## src/rtl/riscv_mmio_console.sv

```systemverilog
// MMIO console for the single-cycle RISC-V data port: TX FIFO drained as 8N1 frames on tx.
// Define CONSOLE_EXIT_EN to enable the EXIT register (halt/exit_code); otherwise offset 0x8 is reserved.
module riscv_mmio_console #(
  parameter logic [31:0] BASE_ADDR    = 32'h1000_0000,
  parameter int          FIFO_DEPTH   = 8,
  parameter int          CLKS_PER_BIT = 4
) (
  input  logic        clk,
  input  logic        reset,
  input  logic        mem_write,
  input  logic        mem_read,
  input  logic [31:0] addr,
  input  logic [31:0] wdata,
  output logic        hit,
  output logic [31:0] rdata,
  output logic        tx,
  output logic        halt,
  output logic [31:0] exit_code
);
  localparam int AW = $clog2(FIFO_DEPTH);
  localparam int BW = (CLKS_PER_BIT > 1) ? $clog2(CLKS_PER_BIT) : 1;
  localparam logic [BW-1:0] BAUD_LAST = BW'(CLKS_PER_BIT - 1);
  localparam logic [AW:0]   DEPTH     = (AW+1)'(FIFO_DEPTH);

  typedef enum logic [1:0] {S_IDLE, S_START, S_DATA, S_STOP} state_t;

  state_t          r_state, w_state_nxt;
  logic [7:0]      r_mem [FIFO_DEPTH];
  logic [AW:0]     r_wptr, r_rptr;
  logic            r_overflow;
  logic [7:0]      r_shift;
  logic [2:0]      r_bit;
  logic [BW-1:0]   r_baud;

  logic [AW:0]     w_count;
  logic            w_full, w_empty, w_sel_tx, w_push, w_pop, w_baud_end, w_tx;
  logic [31:0]     w_status;
  logic            w_unused;

  assign hit        = (addr[31:4] == BASE_ADDR[31:4]);
  assign w_count    = r_wptr - r_rptr;
  assign w_full     = (w_count == DEPTH);
  assign w_empty    = (w_count == '0);
  assign w_sel_tx   = hit & mem_write & (addr[3:2] == 2'd0);
  assign w_push     = w_sel_tx & ~w_full;
  assign w_baud_end = (r_baud == BAUD_LAST);
  assign w_unused   = &{1'b0, addr[1:0], wdata[31:8]};

  assign w_status = {16'h0, 8'(w_count), 4'h0, r_overflow, (r_state != S_IDLE), w_empty, w_full};

  always_comb begin
    rdata = '0;
    if (hit && mem_read && addr[3:2] == 2'd1) rdata = w_status;
  end

  // Serializer: pop on entry to START, either from IDLE or straight out of the last STOP cycle
  always_comb begin
    w_state_nxt = r_state;
    w_pop       = 1'b0;
    w_tx        = 1'b1;
    unique case (r_state)
      S_IDLE: begin
        if (!w_empty) begin
          w_pop       = 1'b1;
          w_state_nxt = S_START;
        end
      end
      S_START: begin
        w_tx = 1'b0;
        if (w_baud_end) w_state_nxt = S_DATA;
      end
      S_DATA: begin
        w_tx = r_shift[0];
        if (w_baud_end && r_bit == 3'd7) w_state_nxt = S_STOP;
      end
      S_STOP: begin
        if (w_baud_end) begin
          if (!w_empty) begin
            w_pop       = 1'b1;
            w_state_nxt = S_START;
          end else begin
            w_state_nxt = S_IDLE;
          end
        end
      end
      default: w_state_nxt = S_IDLE;
    endcase
  end

  assign tx = w_tx;

  always_ff @(posedge clk or negedge reset) begin
    if (!reset) begin
      r_state <= S_IDLE;
      r_baud  <= '0;
      r_bit   <= '0;
    end else begin
      r_state <= w_state_nxt;
      if (r_state == S_IDLE || w_state_nxt != r_state || w_baud_end) r_baud <= '0;
      else r_baud <= r_baud + 1'b1;
      if (r_state != S_DATA) r_bit <= '0;
      else if (w_baud_end) r_bit <= r_bit + 3'd1;
    end
  end

  // Pointers carry one extra wrap bit so full and empty are distinguishable
  always_ff @(posedge clk or negedge reset) begin
    if (!reset) begin
      r_wptr     <= '0;
      r_rptr     <= '0;
      r_overflow <= 1'b0;
    end else begin
      if (w_sel_tx) begin
        if (w_full) r_overflow <= 1'b1;
        else r_wptr <= r_wptr + 1'b1;
      end
      if (w_pop) r_rptr <= r_rptr + 1'b1;
    end
  end

  always_ff @(posedge clk) begin
    if (w_push) r_mem[r_wptr[AW-1:0]] <= wdata[7:0];
    if (w_pop) r_shift <= r_mem[r_rptr[AW-1:0]];
    else if (r_state == S_DATA && w_baud_end) r_shift <= {1'b0, r_shift[7:1]};
  end

`ifdef CONSOLE_EXIT_EN
  logic        r_halt;
  logic [31:0] r_exit_code;

  always_ff @(posedge clk or negedge reset) begin
    if (!reset) begin
      r_halt      <= 1'b0;
      r_exit_code <= '0;
    end else if (hit && mem_write && addr[3:2] == 2'd2) begin
      r_halt      <= 1'b1;
      r_exit_code <= wdata;
    end
  end

  assign halt      = r_halt;
  assign exit_code = r_exit_code;
`else
  assign halt      = 1'b0;
  assign exit_code = '0;
`endif

endmodule

```

## config.mk

```make
export PLATFORM = sky130hd
export DESIGN_NAME = riscv_mmio_console
export DESIGN_NICKNAME = d
export VERILOG_FILES = /design/src/rtl/riscv_mmio_console.sv
export SDC_FILE = /design/constraint.sdc
export NUM_CORES = 1
export LEC_CHECK = 0
export CAP_MARGIN = 20
export CORE_MARGIN = 3
export CORE_UTILIZATION = 45
export CTS_BUF_LIST = sky130_fd_sc_hd__clkbuf_8
export DETAILED_ROUTE_END_ITERATION = 6
export PLACE_DENSITY = 0.78
export SLEW_MARGIN = 15
export SYNTH_ARGS = -nofsm -noshare
export SYNTH_HDL_FRONTEND = slang
export SYNTH_SLANG_ARGS = --single-unit
```

## constraint.sdc

```tcl
create_clock -name clk -period 5.2 [get_ports clk]
set_input_delay 0.52 -clock clk [delete_from_list [all_inputs] [get_ports clk]]
set_output_delay 0.52 -clock clk [all_outputs]
set_load 0.005 [all_outputs]
```

Yosys cells after proc, flatten, opt, wreduce, memory -nomap -nowiden
Memories as Yosys holds them, arrays and structs flattened.
Cells that the tools add are included.
- add/subtract/negate cells: 5
- equal/unequal tests: 10
- multiplexer cells: 18
- bitwise operators: 4
- reduce and logical (&&, ||, !) cells: 14
- operators with widths (cell ; number):
    equality test 28 x 25 -> 1 bit (second input constant) ; 1
    2-to-1 mux 8 bit ; 2
    2-to-1 mux 12 bit ; 1
    2-to-1 mux 2 bit ; 5
    adder 4 x 1 -> 4 bit (second input constant) ; 2
    one-hot mux 2 bit (4 select lines) ; 1
    equality test 2 bit (second input constant) ; 3
    2-to-1 mux 3 bit ; 2
    nonzero test 2 bit ; 3
    2-to-1 mux 1 bit ; 5
    equality test 2 x 1 -> 1 bit (second input constant) ; 2
    equality test 4 bit (second input constant) ; 1
    logical AND 1 bit ; 4
    logical NOT 2 bit ; 2
    logical NOT 4 bit ; 1
    one-hot mux 1 bit (2 select lines) ; 2
    AND reduction 2 bit ; 2
    subtractor 4 bit ; 1
    adder 3 x 1 -> 3 bit (second input constant) ; 1
    AND 1 bit ; 3
    equality test 3 bit (second input constant) ; 1
    adder 2 x 1 -> 2 bit (second input constant) ; 1
    logical OR 1 bit ; 2
    inequality test 2 bit ; 1
    other kinds (2) ; 2
- register bits after elaboration: 24
- bits in writable memories: 64
- input port bits: 68
- word-level logic and storage cells: 59
- memories kept: 1
- memories (memory ; depth ; width ; read ports ; clocked after Yosys merged registers in ; write ports ; line ; RTL):
    r_mem ; 8 ; 8 ; 1 ; 0 ; 1 ; 28 ; logic [7:0] r_mem [FIFO_DEPTH];

Longest topological paths before layout
Gate-level depths: netlist (run 1).
- depth after elaboration: 9
- mapped depth: 11

Worst setup path after synthesis (run 1)
No wires, ideal clock.
- kind: register to register
- start: register r_rptr[1]
- end: memory r_mem[4][0], enable pin
- library setup time: 0.395 ns
- arrival: 2.811 ns
- required time: 4.805 ns
- slack: 1.995 ns
- cell stages (with the launch flop): 10
- path buffers: 2
- cells stage by stage: dfrtp_1 > clkbuf_1 > buf_2 > inv_1 > fa_1 > xnor2_1 > and3_1 > o21ai_4 > nand2_4 > nor4_1
- longest elaborated chain between the ends: 6
- RTL lines (item ; line ; RTL):
    start: declaration ; 29 ; logic [AW:0] r_wptr, r_rptr;
    start signal: assignment ; 117 ; if (w_pop) r_rptr <= r_rptr + 1'b1;
    subtractor 4 bit ; 41 ; assign w_count = r_wptr - r_rptr;
    equality test 4 bit ; 42 ; assign w_full = (w_count == DEPTH);
    inverter 1 bit (no line) ; -- ;
    AND 1 bit ; 45 ; assign w_push = w_sel_tx & ~w_full;
    2-to-1 mux 1 bit ; 122 ; if (w_push) r_mem[r_wptr[AW-1:0]] <= wdata[7:0];
    2-to-1 mux 1 bit (not written as such) ; 122 ;
    end: declaration ; 28 ;
No other way between the ends.

Worst setup path in the final report (run 1)
- start: register r_rptr[1]
- end: output rdata[1]
- longest elaborated chain between the ends: 3
- RTL lines (item ; line ; RTL):
    subtractor 4 bit ; 41 ;
    logical NOT 4 bit ; 43 ; assign w_empty = (w_count == '0);
    2-to-1 mux 12 bit ; 53 ; if (hit && mem_read && addr[3:2] == 2'd1) rdata = w_status;
    end: declaration ; 15 ; output logic [31:0] rdata,
No other way between the ends.

==> summary.md, run 1 <==
| Metric | Value |
|---|---|
| Outcome | complete, no violations |
| Mapped cell area | 4390 um^2 |
| Finished Cell Area | 5040 um^2 |
| Antenna Cells | 0 |
| Sw Pwr | 0.359 mW |
| CP arrival | 3.26 ns |
| Critical path cell sequence | inv_1 > fa_1 > xnor2_1 > and3_1 > o21ai_1 > nor2_1 > clkdlybuf4s50_1 |
| Avg Cell Area, Syn | 14.1 um^2 |
| Worst VDD drop | 0.000226 V |
| Combinational share of power | 13.5% |
| Worst skew pair latency | 0.35 ns |
| Switching Fraction | 25.5% |
| Die W | 105 um |
| Reg2reg setup slack | 1.75 ns |
| Top-area cell type share of the netlist area | 49.3% |
| Ys Warns | 0 |
| Post-synthesis cell count | 312 |
| Int Pwr | 1.05 mW |
| Row Count | 35 |
| GR Layer Usage met3 | 3.21% |
| Postcts setup bufs | 0 |
| Initial Util | 46.8% |
| Final hold violation count | 0 |
| Post-synth ARST share | 18.2% |
| Worst slew margin | 41.5% |
| Slowest-stage cell, CP | dfrtp_1 |
| Crit path time final | 3.78 ns |
| P&R area growth vs syn | 14.9% |
| Die area | 11000 um^2 |
| Routed length per instance | 15.1 um |
| Synth area leaders | edfxtp_1, buf_4, dfrtp_1, mux4_2, ha_1 |
| Worst Hold Path EP | r_baud[0]$_DFF_PN0_ |
| Critical Path End Type | primary output |
| Dpl hpwl | 5390 um |
| Met1 Track Usage GR | 16.5% |
| Met2 Use GR | 26.7% |
| Final slew viol count | 0 |
| Cell taking the most area after synthesis | edfxtp_1 |
| Vias in the first global route | 2398 |
| R2R Path End | r_shift[0]$_DFFE_PP_ |
| R2R cell count | 6 |
| Hold Startpoint | r_baud[0]$_DFF_PN0_ |
| Longest Clk Path Bufs | 2 |
| Peak fanout along the critical path | 20 |
| Period Utilization, post-route | 72.6% |
| CTS H-tree depth | 3 |
| Via density | 4.81 |
| DRC Markers | 0 |
| CTS Sinks | 88 |
| CP startpoint | r_rptr[1]$_DFFE_PN0P_ |
| Top_reg_cell synth | edfxtp_1 |
| Crit path required time | 4.68 ns |
| Sequential area share after synthesis | 58.4% |
| Routed Wire Length | 7640 um |
| RSZ-0062 raised after global routing | no |
| Share of cells above drive strength 1 | 13.3% |
| Slowest stage delay, CP | 0.92 ns |
| Crit path max-delay family | flip-flops |
| Fmax | 0.265 GHz |
| CTS root buffer | clkbuf_8 |
| Hold Path Depth | 1 |
| RR Startpoint | r_rptr[1]$_DFFE_PN0P_ |
| Global route hottest layer | met2 |
| Levels on crit path | 7 |
| Tightest Pin Transition | 0.877 ns |
| Worst Setup Start Kind | flip-flop |
| I/O pins | 135 |
| Antenna-violating nets left | 0 |
| Leak | 1.91 nW |
| Largest net degree at the start of global routing | 21 |
| PwrDens | 279 nW/um^2 |
| Die Ht | 105 um |
| 1st-iter DRT viols | 111 |
| CTS Hold Bufs | 0 |
| Clock transition at the registers of the reported paths | 0.09 ns |
| Worst hold path type | flip-flop to flip-flop |
| Vias | 2432 |
| Nets | 453 |
| Initial antenna violation count | 0 |
| WS Path Type | flip-flop to primary output |
| Power, Total | 1.41 mW |
| Utilization after layout | 53.8% |
| Synth unique cells | 45 |
| Final-report setup violation count | 0 |
| Global-route wire length before repair | 12000 um |
| CP Buf/Inv Count | 2 |
| Post-synth EDFFs | 72 |
| Detailed Routing Iterations Pass 1 | 4 |
| Maximum capacitance violations | 0 |
| Gpl congestion | 0.794 |
| Setup TNS | 0 ns |
| Core Region | 9370 um^2 |
| Clock Power Share | 30.4% |
| Grt ovf | 0 |
| Area after DPL | 4860 um^2 |
| Number of synthesized register bits | 88 |
| GRT Util Overall | 14.3% |
| Register share of total power | 56.1% |
| Clk_skew | 0.00987 ns |
| CTS Buf Count | 9 |
| TritonCTS clock tree | yes |
| IO Port Bufs | 51 |
| Post-CTS resize count | 0 |
worst register-to-register path, cell delays in order, from the launching register on:
cell     delay, ns
dfrtp_1       0.92
inv_1         0.19
fa_1          0.45
xnor2_1       0.26
nand3_1       0.16
o31ai_4       0.67
nand2_1       0.44
power groups by stage:
stage / clock network, mW / registers [mW] / logic, mW
2_1_floorplan: 0 / 0.805 / 0.161
3_3_place_gp: 0 / 0.805 / 0.183
3_5_place_dp: 0 / 0.805 / 0.191
4_1_cts: 0.441 / 0.790 / 0.192
5_1_grt: 0.468 / 0.791 / 0.212
6_report: 0.428 / 0.789 / 0.190
worst max path at each step:
stage | to | slack [ns]
CTS | rdata[1] | 1.37
floorplan | r_mem[4][0]$_DFFE_PP_ | 1.99
finish | rdata[1] | 1.42
global route | rdata[1] | 1.19
detailed placement | r_shift[6]$_DFFE_PP_ | 1.72
global placement | rdata[1] | 1.81
stage by stage:
step	hold WS, ns	worst slack, ns	std cells
after floorplan	0.224	1.99	368
after global placement	0.429	1.81	490
after detailed placement	0.447	1.72	490
after CTS	0.459	1.37	506
after global routing	0.499	1.19	506
final	0.450	1.42	506
metal layers:
metal	share of wire, %	wire, um
met1	38	2890
met2	53	4070
met3	7.9	601
met4	1.1	84
met5	0	0
cells in the final DEF, fill, tap and decap left out, types with 2 or more instances in the layout:
| cell type | count |
|---|---|
| edfxtp_1 | 72 |
| conb_1 | 57 |
| clkdlybuf4s50_1 | 51 |
| nand2_1 | 18 |
| mux4_2 | 16 |
| dfrtp_1 | 16 |
| nor2_1 | 14 |
| ha_1 | 12 |
| inv_1 | 11 |
| nor4_1 | 11 |
| o21ai_1 | 9 |
| mux2i_1 | 9 |
| clkbuf_8 | 9 |
| buf_4 | 9 |
| xnor2_1 | 7 |
| a21oi_1 | 5 |
| and3_1 | 4 |
| nor3_1 | 4 |
| nand3_1 | 4 |
| o21ai_0 | 4 |
| xor2_1 | 3 |
| nor2b_1 | 3 |
| nor3b_1 | 2 |
| clkinvlp_4 | 2 |
| inv_6 | 2 |
logic make-up (layout without fill, tap and decap cells):
| logic type | Yosys count | after routing | synth area share, % |
|---|---|---|---|
| flops | 88 | 88 | 58.4 |
| compound gates | 25 | 25 | 3.79 |
| buf+inv | 78 | 87 | 11.8 |
| xor+xnor | 10 | 10 | 2.00 |
| fa+ha+maj | 13 | 13 | 3.88 |
| mux | 27 | 27 | 10.9 |
| simple gates | 70 | 70 | 9.24 |
| other cells | 1 | 57 | 0.0854 |
sequential cells by signal, summed over array words and instances, names as in the netlist:
register    count
r_state         2
r_shift         8
r_bit           3
r_wptr          4
r_rptr          4
r_overflow      1
r_baud          2
r_mem          64
synthesized netlist by cell type (2+ instances only):
| cell type | n |
|---|---|
| ha_1 | 12 |
| nor2_1 | 14 |
| edfxtp_1 | 72 |
| o21ai_0 | 4 |
| o21ai_1 | 9 |
| mux4_2 | 16 |
| nor3_1 | 4 |
| nand3_1 | 4 |
| inv_1 | 10 |
| nor2b_1 | 3 |
| buf_2 | 2 |
| a21oi_1 | 5 |
| dfrtp_1 | 16 |
| buf_4 | 59 |
| and3_1 | 4 |
| mux2i_1 | 9 |
| nand2_1 | 18 |
| xor2_1 | 3 |
| nor3b_1 | 2 |
| nor4_1 | 11 |
| xnor2_1 | 7 |
| clkbuf_1 | 5 |
layout make-up:
type                            count  area (um^2)
Multi-Input combinational cell    202         1520
Clock buffer                        9          124
Sequential cell                    88         2560
Tap cell                          129          161
Inverter                           11         41.3
Clock inverter                      7         56.3
Fill cell                         754         4330
Timing Repair Buffer               60          578
Note: power is estimated with default switching activity, not from simulation.
==> run 2: changes to the inputs <==
==> constraint.sdc (replaced) <==
create_clock -name clk -period 3.63 [get_ports clk]
set_input_delay 0.363 -clock clk [delete_from_list [all_inputs] [get_ports clk]]
set_output_delay 0.363 -clock clk [all_outputs]
set_load 0.005 [all_outputs]
==> run 2 against run 1 <==
  * Cell count increased by 0.40%
  * Worst hold slack got worse by 0.012 ns
  * Flip-flop and latch count did not move
  * Global-route usage is 0.12 points lower
  * Register-to-register slack worse by 0.85 ns
==> summary.md, run 2 (synthesis results as in run 1) <==
| Metric | Value |
|---|---|
| Initial antenna violation count | 0 |
| Longest Clk Path Bufs | 2 |
| CTS Buf Count | 9 |
| Worst Setup Start Kind | flip-flop |
| Utilization after layout | 54.1% |
| RSZ-0062 raised after global routing | no |
| Crit path time final | 3.32 ns |
| GRT Util Overall | 14.2% |
| Grt ovf | 0 |
| Routed Wire Length | 7510 um |
| Core Region | 9370 um^2 |
| Share of cells above drive strength 1 | 14.0% |
| Routed length per instance | 14.8 um |
| Fillers | 763 |
| Crit path required time | 3.27 ns |
| Antenna Cells | 0 |
| Peak fanout along the critical path | 8 |
| 1st-iter DRT viols | 117 |
| Final Non-Filler Cells | 508 |
| Vias in the first global route | 2371 |
| Die W | 105 um |
| Nets | 455 |
| Setup TNS | 0 ns |
| Initial Util | 46.8% |
| Worst VDD drop | 0.000313 V |
| Sw Pwr | 0.526 mW |
| Worst hold path type | primary input to async pin |
| DRC Markers | 0 |
| Fmax | 0.301 GHz |
| Pre-CTS setup slack | 0.626 ns |
| Gpl congestion | 0.725 |
| Row Count | 35 |
| Max FFs per register | 64 |
| Final-report setup violation count | 0 |
| Most frequent cells in the layout | edfxtp_1, conb_1, clkdlybuf4s50_1 |
| Register share of total power | 55.4% |
| Worst skew pair latency | 0.35 ns |
| Post-CTS resize count | 0 |
| CTS Hold Bufs | 0 |
| CTS root buffer | clkbuf_8 |
| Final hold violation count | 0 |
| Worst slew margin | 50.5% |
| CTS Sinks | 88 |
| Switching Fraction | 25.7% |
| Combinational share of power | 13.6% |
| CP arrival | 2.96 ns |
| Tightest Pin Transition | 0.739 ns |
| Leak | 1.93 nW |
| Most common cell after layout, fill and taps aside | edfxtp_1 |
| Detailed Routing Iterations Pass 1 | 4 |
| DP Cell Count | 492 |
| Dpl hpwl | 5420 um |
| Clock Power Share | 31.0% |
| Largest net degree at the start of global routing | 20 |
| Die Ht | 105 um |
| Postcts setup bufs | 0 |
| Antenna-violating nets left | 0 |
| Outcome | complete, no violations |
| Clk_skew | 0.00841 ns |
| Power, Total | 2.04 mW |
| Critical Path End Type | primary output |
| I/O pins | 135 |
| Global-route wire length before repair | 12200 um |
| PwrDens | 403 nW/um^2 |
| Period Utilization, post-route | 91.5% |
| Multi-input gate area in the final layout | 1520 um^2 |
| Clock transition at the registers of the reported paths | 0.09 ns |
| Int Pwr | 1.52 mW |
| Via density | 4.87 |
| IO Port Bufs | 51 |
| Sequential cell area | 2560 um^2 |
| Final slew viol count | 0 |
| TritonCTS clock tree | yes |
| CTS H-tree depth | 3 |
| Die area | 11000 um^2 |
| WS Path Type | flip-flop to primary output |
| Vias | 2473 |
| Maximum capacitance violations | 0 |
| P&R area growth vs syn | 15.4% |
| Setup ws final | 0.309 ns |
-- run 2: changes by cell type in the layout (fill, tap and decap cells not counted) --
cell / previous run / this run
inv_6: 2 / 1
buf_4: 9 / 11
clkinv_2: 0 / 1
inv_1: 11 / 10
clkinvlp_4: 2 / 1
inv_8: 1 / 3
-- run 2: worst max-delay path: stages, from the launching register on --
cell and delay [ns]:
dfrtp_1 0.47, inv_1 0.14, ha_1 0.17, inv_1 0.05, fa_1 0.37, xnor2_1 0.29
and3_1 0.27, o21ai_1 0.17, nor2_1 0.14, clkdlybuf4s50_1 0.54
-- run 2: area by class of cell --
type	count	area share, %
clock buffers	9	2.45
well taps	129	3.19
clock inverters	7	1.26
repair buffers	62	11.7
flip-flops and latches	88	50.6
multi-input cells	202	30.0
inverters	11	0.815
-- run 2: power groups by stage --
stage / Clock (mW) / Combinational, mW / Sequential [mW]
finish: 0.633 / 0.278 / 1.13
global route: 0.696 / 0.312 / 1.13
CTS: 0.649 / 0.281 / 1.13
detailed placement: 0 / 0.279 / 1.15
global placement: 0 / 0.271 / 1.15
floorplan: 0 / 0.230 / 1.15
-- run 2: routing by layer --
layer,wire length [um],global-route usage [%],vias to the layer above
met4,154,4.87,0
met2,3720,23.6,103
met3,505,3.40,14
met5,0,0,-
li1,-,-,1165
met1,3130,18.4,1191
-- run 2: worst paths after layout --
check | cells past startpoint | from | to | slack [ns]
max in group asynchronous | 1 | reset | r_wptr[0]$_DFFE_PN0P_ | 2.73
hold / removal | 1 | reset | r_baud[0]$_DFF_PN0_ | 0.44
setup / recovery | 9 | r_wptr[0]$_DFFE_PN0P_ | rdata[1] | 0.31
setup reg to reg | 8 | r_rptr[2]$_DFFE_PN0P_ | r_mem[3][4]$_DFFE_PP_ | 0.90
hold reg to reg | 1 | r_baud[0]$_DFF_PN0_ | r_baud[0]$_DFF_PN0_ | 0.44
min in group clk | 1 | r_baud[0]$_DFF_PN0_ | r_baud[0]$_DFF_PN0_ | 0.44
-- run 2: per-stage QoR --
step	hold slack [ns]	instance area (um^2)
global route	0.479	5070
global placement	0.429	4880
detailed placement	0.437	4880
floorplan	0.0674	4600
finish	0.438	5070
CTS	0.450	5070
